[src/rtl/muldiv_seq_if.sv]
// Request/response bundle between the EX stage and the sequential multiply/divide unit.
// The master drives an M-op request; the slave returns stall, done and result.
interface muldiv_seq_if #(
  parameter int XLEN = 32
);
  logic            start;
  logic [4:0]      ALUSel;
  logic [XLEN-1:0] op_a;
  logic [XLEN-1:0] op_b;
  logic            flush;
  logic            stall;
  logic            done;
  logic [XLEN-1:0] result;

  modport master (
    output start, ALUSel, op_a, op_b, flush,
    input  stall, done, result
  );

  modport slave (
    input  start, ALUSel, op_a, op_b, flush,
    output stall, done, result
  );
endinterface

[src/rtl/muldiv_seq.sv]
// Sequential RV32M multiply/divide unit: single-cycle (or 2-stage) multiply, radix-2 restoring divide.
// Optional feature: define MULDIV_SEQ_PIPE_MUL_EN to add a registered product stage to multiplies.
module muldiv_seq #(
  parameter int XLEN = 32
) (
  input  logic         clk,
  input  logic         rst,
  muldiv_seq_if.slave  bus
);

  localparam int CW = $clog2(XLEN);

  localparam logic [4:0] OP_MUL    = 5'b10000;
  localparam logic [4:0] OP_MULH   = 5'b10001;
  localparam logic [4:0] OP_MULHSU = 5'b10010;
  localparam logic [4:0] OP_MULHU  = 5'b10100;
  localparam logic [4:0] OP_DIV    = 5'b10101;
  localparam logic [4:0] OP_DIVU   = 5'b10110;
  localparam logic [4:0] OP_REM    = 5'b10111;
  localparam logic [4:0] OP_REMU   = 5'b11000;

  localparam logic [XLEN-1:0] MOST_NEG = {1'b1, {(XLEN-1){1'b0}}};
  localparam logic [CW-1:0]   LAST_IT  = CW'(XLEN - 1);

  typedef enum logic [2:0] {
    S_IDLE,
    S_MUL,
    S_DIV,
    S_FIX,
    S_DONE
  } state_t;

  state_t          state_reg, state_next;
  logic [CW-1:0]   cnt_reg;
  logic [4:0]      op_reg;
  logic [XLEN-1:0] quo_reg;
  logic [XLEN-1:0] rem_reg;
  logic [XLEN-1:0] dvs_reg;
  logic            neg_q_reg;
  logic            neg_r_reg;
  logic [XLEN-1:0] result_reg;

  // ---------------- request decode ----------------
  logic in_mul, in_div, in_m, in_rem, in_sdiv, in_sa, in_sb;

  always_comb begin
    in_mul  = (bus.ALUSel == OP_MUL)  || (bus.ALUSel == OP_MULH) ||
              (bus.ALUSel == OP_MULHSU) || (bus.ALUSel == OP_MULHU);
    in_div  = (bus.ALUSel == OP_DIV)  || (bus.ALUSel == OP_DIVU) ||
              (bus.ALUSel == OP_REM)  || (bus.ALUSel == OP_REMU);
    in_m    = in_mul || in_div;
    in_rem  = (bus.ALUSel == OP_REM)  || (bus.ALUSel == OP_REMU);
    in_sdiv = (bus.ALUSel == OP_DIV)  || (bus.ALUSel == OP_REM);
    in_sa   = (bus.ALUSel == OP_MULH) || (bus.ALUSel == OP_MULHSU);
    in_sb   = (bus.ALUSel == OP_MULH);
  end

  logic accept;
  assign accept = (state_reg == S_IDLE) && bus.start && !bus.flush && in_m;

  // ---------------- multiply datapath ----------------
  // Sign/zero-extending to 2*XLEN makes a truncated 2*XLEN product exact
  // for all three signedness combinations.
  logic [2*XLEN-1:0] mul_a_ext, mul_b_ext, prod_in;
  logic [XLEN-1:0]   mul_res_in;

  always_comb begin
    mul_a_ext  = {{XLEN{in_sa & bus.op_a[XLEN-1]}}, bus.op_a};
    mul_b_ext  = {{XLEN{in_sb & bus.op_b[XLEN-1]}}, bus.op_b};
    prod_in    = mul_a_ext * mul_b_ext;
    mul_res_in = (bus.ALUSel == OP_MUL) ? prod_in[XLEN-1:0] : prod_in[2*XLEN-1:XLEN];
  end

`ifdef MULDIV_SEQ_PIPE_MUL_EN
  logic [2*XLEN-1:0] prod_reg;
  logic [XLEN-1:0]   mul_res_pipe;
  assign mul_res_pipe = (op_reg == OP_MUL) ? prod_reg[XLEN-1:0] : prod_reg[2*XLEN-1:XLEN];
`endif

  // ---------------- divide datapath ----------------
  logic            b_zero, div_ovf, div_special;
  logic [XLEN-1:0] special_res;
  logic [XLEN-1:0] abs_a, abs_b;

  always_comb begin
    b_zero      = (bus.op_b == '0);
    div_ovf     = in_sdiv && (bus.op_a == MOST_NEG) && (bus.op_b == '1);
    div_special = in_div && (b_zero || div_ovf);
    if (b_zero)
      special_res = in_rem ? bus.op_a : '1;
    else
      special_res = in_rem ? '0 : MOST_NEG;
    abs_a = (in_sdiv && bus.op_a[XLEN-1]) ? (~bus.op_a + 1'b1) : bus.op_a;
    abs_b = (in_sdiv && bus.op_b[XLEN-1]) ? (~bus.op_b + 1'b1) : bus.op_b;
  end

  // One restoring step: shift the next dividend bit into the partial remainder
  // and subtract when it fits. The trial difference always fits in XLEN bits.
  logic [XLEN:0]   shifted;
  logic            fits;
  logic [XLEN-1:0] rem_step, quo_step;

  always_comb begin
    shifted  = {rem_reg, quo_reg[XLEN-1]};
    fits     = (shifted >= {1'b0, dvs_reg});
    rem_step = fits ? (shifted[XLEN-1:0] - dvs_reg) : shifted[XLEN-1:0];
    quo_step = {quo_reg[XLEN-2:0], fits};
  end

  logic [XLEN-1:0] fix_res;
  always_comb begin
    if ((op_reg == OP_REM) || (op_reg == OP_REMU))
      fix_res = neg_r_reg ? (~rem_reg + 1'b1) : rem_reg;
    else
      fix_res = neg_q_reg ? (~quo_reg + 1'b1) : quo_reg;
  end

  // ---------------- control ----------------
  logic            load_res;
  logic [XLEN-1:0] res_next;

  always_comb begin
    state_next = state_reg;
    load_res   = 1'b0;
    res_next   = result_reg;
    case (state_reg)
      S_IDLE: begin
        if (accept) begin
          if (in_mul) begin
`ifdef MULDIV_SEQ_PIPE_MUL_EN
            state_next = S_MUL;
`else
            state_next = S_DONE;
            load_res   = 1'b1;
            res_next   = mul_res_in;
`endif
          end else if (div_special) begin
            state_next = S_DONE;
            load_res   = 1'b1;
            res_next   = special_res;
          end else begin
            state_next = S_DIV;
          end
        end
      end
      S_MUL: begin
`ifdef MULDIV_SEQ_PIPE_MUL_EN
        state_next = S_DONE;
        load_res   = 1'b1;
        res_next   = mul_res_pipe;
`else
        state_next = S_IDLE;
`endif
      end
      S_DIV: begin
        if (cnt_reg == LAST_IT)
          state_next = S_FIX;
      end
      S_FIX: begin
        state_next = S_DONE;
        load_res   = 1'b1;
        res_next   = fix_res;
      end
      S_DONE:  state_next = S_IDLE;
      default: state_next = S_IDLE;
    endcase
    // A flush wins over everything, including a pending result write.
    if (bus.flush) begin
      state_next = S_IDLE;
      load_res   = 1'b0;
    end
  end

  always_ff @(posedge clk) begin
    if (rst) begin
      state_reg  <= S_IDLE;
      cnt_reg    <= '0;
      op_reg     <= '0;
      quo_reg    <= '0;
      rem_reg    <= '0;
      dvs_reg    <= '0;
      neg_q_reg  <= 1'b0;
      neg_r_reg  <= 1'b0;
      result_reg <= '0;
    end else begin
      state_reg <= state_next;
      if (load_res)
        result_reg <= res_next;
      if (accept) begin
        op_reg    <= bus.ALUSel;
        quo_reg   <= abs_a;
        rem_reg   <= '0;
        dvs_reg   <= abs_b;
        neg_q_reg <= in_sdiv && (bus.op_a[XLEN-1] ^ bus.op_b[XLEN-1]);
        neg_r_reg <= in_sdiv && bus.op_a[XLEN-1];
        cnt_reg   <= '0;
      end else if (bus.flush) begin
        cnt_reg <= '0;
      end else if (state_reg == S_DIV) begin
        quo_reg <= quo_step;
        rem_reg <= rem_step;
        cnt_reg <= (cnt_reg == LAST_IT) ? '0 : cnt_reg + 1'b1;
      end
    end
  end

`ifdef MULDIV_SEQ_PIPE_MUL_EN
  always_ff @(posedge clk) begin
    if (rst)
      prod_reg <= '0;
    else if (accept)
      prod_reg <= prod_in;
  end
`endif

  // ---------------- outputs ----------------
  always_comb begin
    bus.stall  = !rst && !bus.flush &&
                 (accept || (state_reg == S_MUL) || (state_reg == S_DIV) || (state_reg == S_FIX));
    bus.done   = !rst && !bus.flush && (state_reg == S_DONE);
    bus.result = result_reg;
  end

endmodule

[src/flat_wrapper.sv]
// flat-port wrapper written by rule: the top's interface ports become plain ports
module muldiv_seq_flat 
#(
  parameter int XLEN = 32
)
  (clk, rst, bus_start, bus_ALUSel, bus_op_a, bus_op_b, bus_flush, bus_stall, bus_done, bus_result);
  muldiv_seq_if #(.XLEN(XLEN)) bus_i ();
  input  logic clk;
  input  logic rst;
  input wire logic [$bits(bus_i.start)-1:0] bus_start;
  input wire logic [$bits(bus_i.ALUSel)-1:0] bus_ALUSel;
  input wire logic [$bits(bus_i.op_a)-1:0] bus_op_a;
  input wire logic [$bits(bus_i.op_b)-1:0] bus_op_b;
  input wire logic [$bits(bus_i.flush)-1:0] bus_flush;
  output wire logic [$bits(bus_i.stall)-1:0] bus_stall;
  output wire logic [$bits(bus_i.done)-1:0] bus_done;
  output wire logic [$bits(bus_i.result)-1:0] bus_result;
  assign bus_i.start = bus_start;
  assign bus_i.ALUSel = bus_ALUSel;
  assign bus_i.op_a = bus_op_a;
  assign bus_i.op_b = bus_op_b;
  assign bus_i.flush = bus_flush;
  assign bus_stall = bus_i.stall;
  assign bus_done = bus_i.done;
  assign bus_result = bus_i.result;
  muldiv_seq #(.XLEN(XLEN)) u_core (.clk(clk), .rst(rst), .bus(bus_i));
endmodule
[config.mk]
export PLATFORM = sky130hd
export DESIGN_NAME = muldiv_seq_flat
export DESIGN_NICKNAME = d
export VERILOG_FILES = /design/src/rtl/muldiv_seq_if.sv /design/src/rtl/muldiv_seq.sv /design/src/flat_wrapper.sv
export SDC_FILE = /design/constraint.sdc
export NUM_CORES = 2
export LEC_CHECK = 0
export ABC_AREA = 1
export CAP_MARGIN = 20
export CELL_PAD_IN_SITES_DETAIL_PLACEMENT = 1
export CELL_PAD_IN_SITES_GLOBAL_PLACEMENT = 1
export CORE_MARGIN = 3
export CORE_UTILIZATION = 49
export CTS_CLUSTER_DIAMETER = 150
export DETAILED_ROUTE_END_ITERATION = 10
export GPL_ROUTABILITY_DRIVEN = 0
export PLACE_DENSITY = 0.92
export SLEW_MARGIN = 20
export SYNTH_ARGS = -nofsm -noshare
export SYNTH_HDL_FRONTEND = slang
export SYNTH_SLANG_ARGS = --single-unit
export TNS_END_PERCENT = 100
[constraint.sdc]
create_clock -name clk -period 11.9 [get_ports clk]
set_input_delay 2.975 -clock clk [delete_from_list [all_inputs] [get_ports clk]]
set_output_delay 2.975 -clock clk [all_outputs]
set_load 0.02 [all_outputs]
==> impl_metrics.env <==
export IMPL_grt_first_pass_wirelength_mm=343
export IMPL_gr_total_overflow=0
export IMPL_critPathRequiredTime_ns=12.21
export IMPL_die_w_um=332
export IMPL_drtIter0Drc=5100
export IMPL_synth_fp_nets=8565
export IMPL_critPathBufInv=6
export IMPL_initial_core_util_pct=49.8
export IMPL_fill_cells=13400
export IMPL_setup_viol=0
export IMPL_dpl_hpwl_mm=186
export IMPL_path_clk_slew_ns=0.07
export IMPL_crit_arrival_ns=12.06
export IMPL_fin_crit_ns=11.75
export IMPL_area_delta_synth_final_pct=5.76
export IMPL_syn_area_sq_um=52100
export IMPL_die_area_sq_um=110000
export IMPL_row_count=118
export IMPL_final_common_cell="inv_1"
export IMPL_path_delay_family="adder cells"
export IMPL_status="complete, no violations"
export IMPL_vias=51300
export IMPL_crit_type="in -> reg"
export IMPL_grt_busiest_layer="met2"
export IMPL_cts_buffer_depth=2
export IMPL_async_reset_ff_share_pct=0
export IMPL_critPathMaxStageDelay_ns=1.21
export IMPL_use_met2_pct=67.0
export IMPL_max_cap_violations=0
export IMPL_worstHoldPathType="reg -> reg"
export IMPL_io_buffers=106
export IMPL_use_met3_pct=12.3
export IMPL_cp_end_kind="flop"
export IMPL_avgSynthCellArea_sq_um=7.32
export IMPL_multi_input_area_sq_um=40900
export IMPL_numCtsBuffers=17
export IMPL_maxSlewViolCount=0
export IMPL_io_pins=107
export IMPL_crit_path_frequent_cell="fa_1"
export IMPL_antenna_found_initial=23
export IMPL_drive_gt1_share_pct=3.93
export IMPL_post_route_drc_count=0
export IMPL_fin_skew_ns=0.0163
export IMPL_dr_pass1_iters=6
export IMPL_coreArea_sq_um=105000
export IMPL_synth_edff_count=0
export IMPL_seq_area_sq_um=2860
export IMPL_grt_usage_pct=41.0
export IMPL_grt_max_degree=63
export IMPL_ant_nets=0
export IMPL_clockRootBuffer="clkbuf_16"
export IMPL_synth_ff_type="dfxtp_1"
export IMPL_hold_violations=0
export IMPL_fin_nets=8489
export IMPL_start_kind="input pin"
export IMPL_slew_headroom_pct=17.9
export IMPL_ys_warn_count=0
export IMPL_fin_util_pct=52.7
export IMPL_synth_seq_cells=143
export IMPL_netlist_instances=7114
export IMPL_numClockSinks=143
export IMPL_final_cell_mix="inv_1, nand2_1, fa_1"
export IMPL_fmax_ghz=0.0851
export IMPL_postCtsHoldBufs=0
export IMPL_period_share_pct=98.8
export IMPL_critPathSlowestCell="clkdlybuf4s50_1"
export IMPL_wl_mm=226
export IMPL_met1_usage_pct=42.7
export IMPL_die_h_um=332
export IMPL_avgRoutedWirePerCell_um=26.8
export IMPL_yosysSeqAreaShare_pct=5.50
export IMPL_ys_types=57
export IMPL_worstMarginPinSlew_ns=1.23
export IMPL_first_global_vias=59400
export IMPL_insertion_delay_ns=0.46
export IMPL_htree_levels=4
export IMPL_viasPerCell=6.07
export IMPL_path_max_fanout=15
export IMPL_finalSetupTns_ns=0
export IMPL_cts_tree="done"
## stage by stage
| stage | cells | worst slack (ns) | hold slack [ns] | area (sq um) |
|---|---|---|---|---|
| after floorplan | 7114 | 1.28 | 0.435 | 52100 |
| after global placement | 8391 | 0.166 | 0.452 | 54200 |
| after detailed placement | 8391 | -0.270 | 0.466 | 54200 |
| after CTS | 8421 | 0.182 | 0.476 | 54900 |
| after global routing | 8437 | -0.0644 | 0.494 | 55000 |
| final | 8445 | 0.145 | 0.477 | 55000 |
## Yosys cell counts (all sizes together), types with 2 or more instances
master | instances | area [sq um]
nor2 | 453 | 1740
a21o | 8 | 60.1
nand4 | 48 | 307
nand2 | 1786 | 6730
dfxtp | 143 | 2860
or2 | 8 | 50.1
inv | 1832 | 6880
o211ai | 40 | 300
buf | 156 | 711
a211oi | 5 | 37.5
o22ai | 18 | 113
o21ai | 285 | 1440
xnor2 | 24 | 210
a21boi | 5 | 37.5
xor2 | 67 | 587
o21bai | 14 | 105
a21oi | 343 | 1740
a221oi | 3 | 26.3
nor4 | 20 | 140
fa | 1126 | 22500
nor3 | 58 | 320
o221ai | 6 | 52.6
o31ai | 2 | 15.0
clkinv | 6 | 22.5
nand3 | 187 | 946
o21a | 7 | 52.6
nand3b | 9 | 67.6
and3 | 2 | 12.5
ha | 252 | 3150
clkbuf | 187 | 702
a31oi | 8 | 50.1
## metal layers
metal	routed length (um)	share of wire, %	up-vias
li1	-	-	20600
met1	71900	32	25400
met2	105000	47	3570
met3	23900	11	1672
met4	25100	11	10
met5	80	0.035	-
## layout make-up
cell class / count / share of cell area, %
tap: 1380 / 3.14
sequential: 143 / 5.20
clock buffer: 17 / 0.773
inverter: 1838 / 12.6
antenna: 16 / 0.0727
timing repair buffer: 248 / 3.55
multi-input combinational: 4790 / 74.3
clock inverter: 13 / 0.389
## worst paths after layout
kind	from	end	slack [ns]	depth (start not counted)
worst max register to register	u_core.state_reg[0]$_SDFFE_PN0P_	u_core.dvs_reg[4]$_SDFFE_PP0P_	8.25	10
worst min register to register	u_core.quo_reg[27]$_SDFFE_PP0P_	u_core.quo_reg[27]$_SDFFE_PP0P_	0.48	2
worst max-delay path	bus_op_a[8]	u_core.bus.result[6]$_SDFFE_PP0P_	0.15	28
worst min-delay path	u_core.quo_reg[27]$_SDFFE_PP0P_	u_core.quo_reg[27]$_SDFFE_PP0P_	0.48	2
## tightest hold or removal path, cell delays in order (launching register included)
cell     delay (ns)
dfxtp_1        0.31
nand2_1        0.06
a21oi_1        0.06
## repair_timing
item                       CTS  global route
gates resized for setup      0            15
setup endpoints to repair    0            24
buffers inserted             0             8
## logic make-up (layout without fill, tap and decap cells)
kind of cell | Yosys count | in the layout | synth area share (%)
compound gates | 749 | 749 | 7.81
xor+xnor | 91 | 91 | 1.53
fa+ha+maj | 1378 | 1378 | 49.4
buf+inv | 2181 | 2116 | 16.0
flops | 143 | 143 | 5.50
other cells | 0 | 16 | 0
simple gates | 2572 | 2572 | 19.8
Power is left out: the tool's default activity adds up to more than one toggle a clock period on the data nets, which glitch-free logic cannot reach.
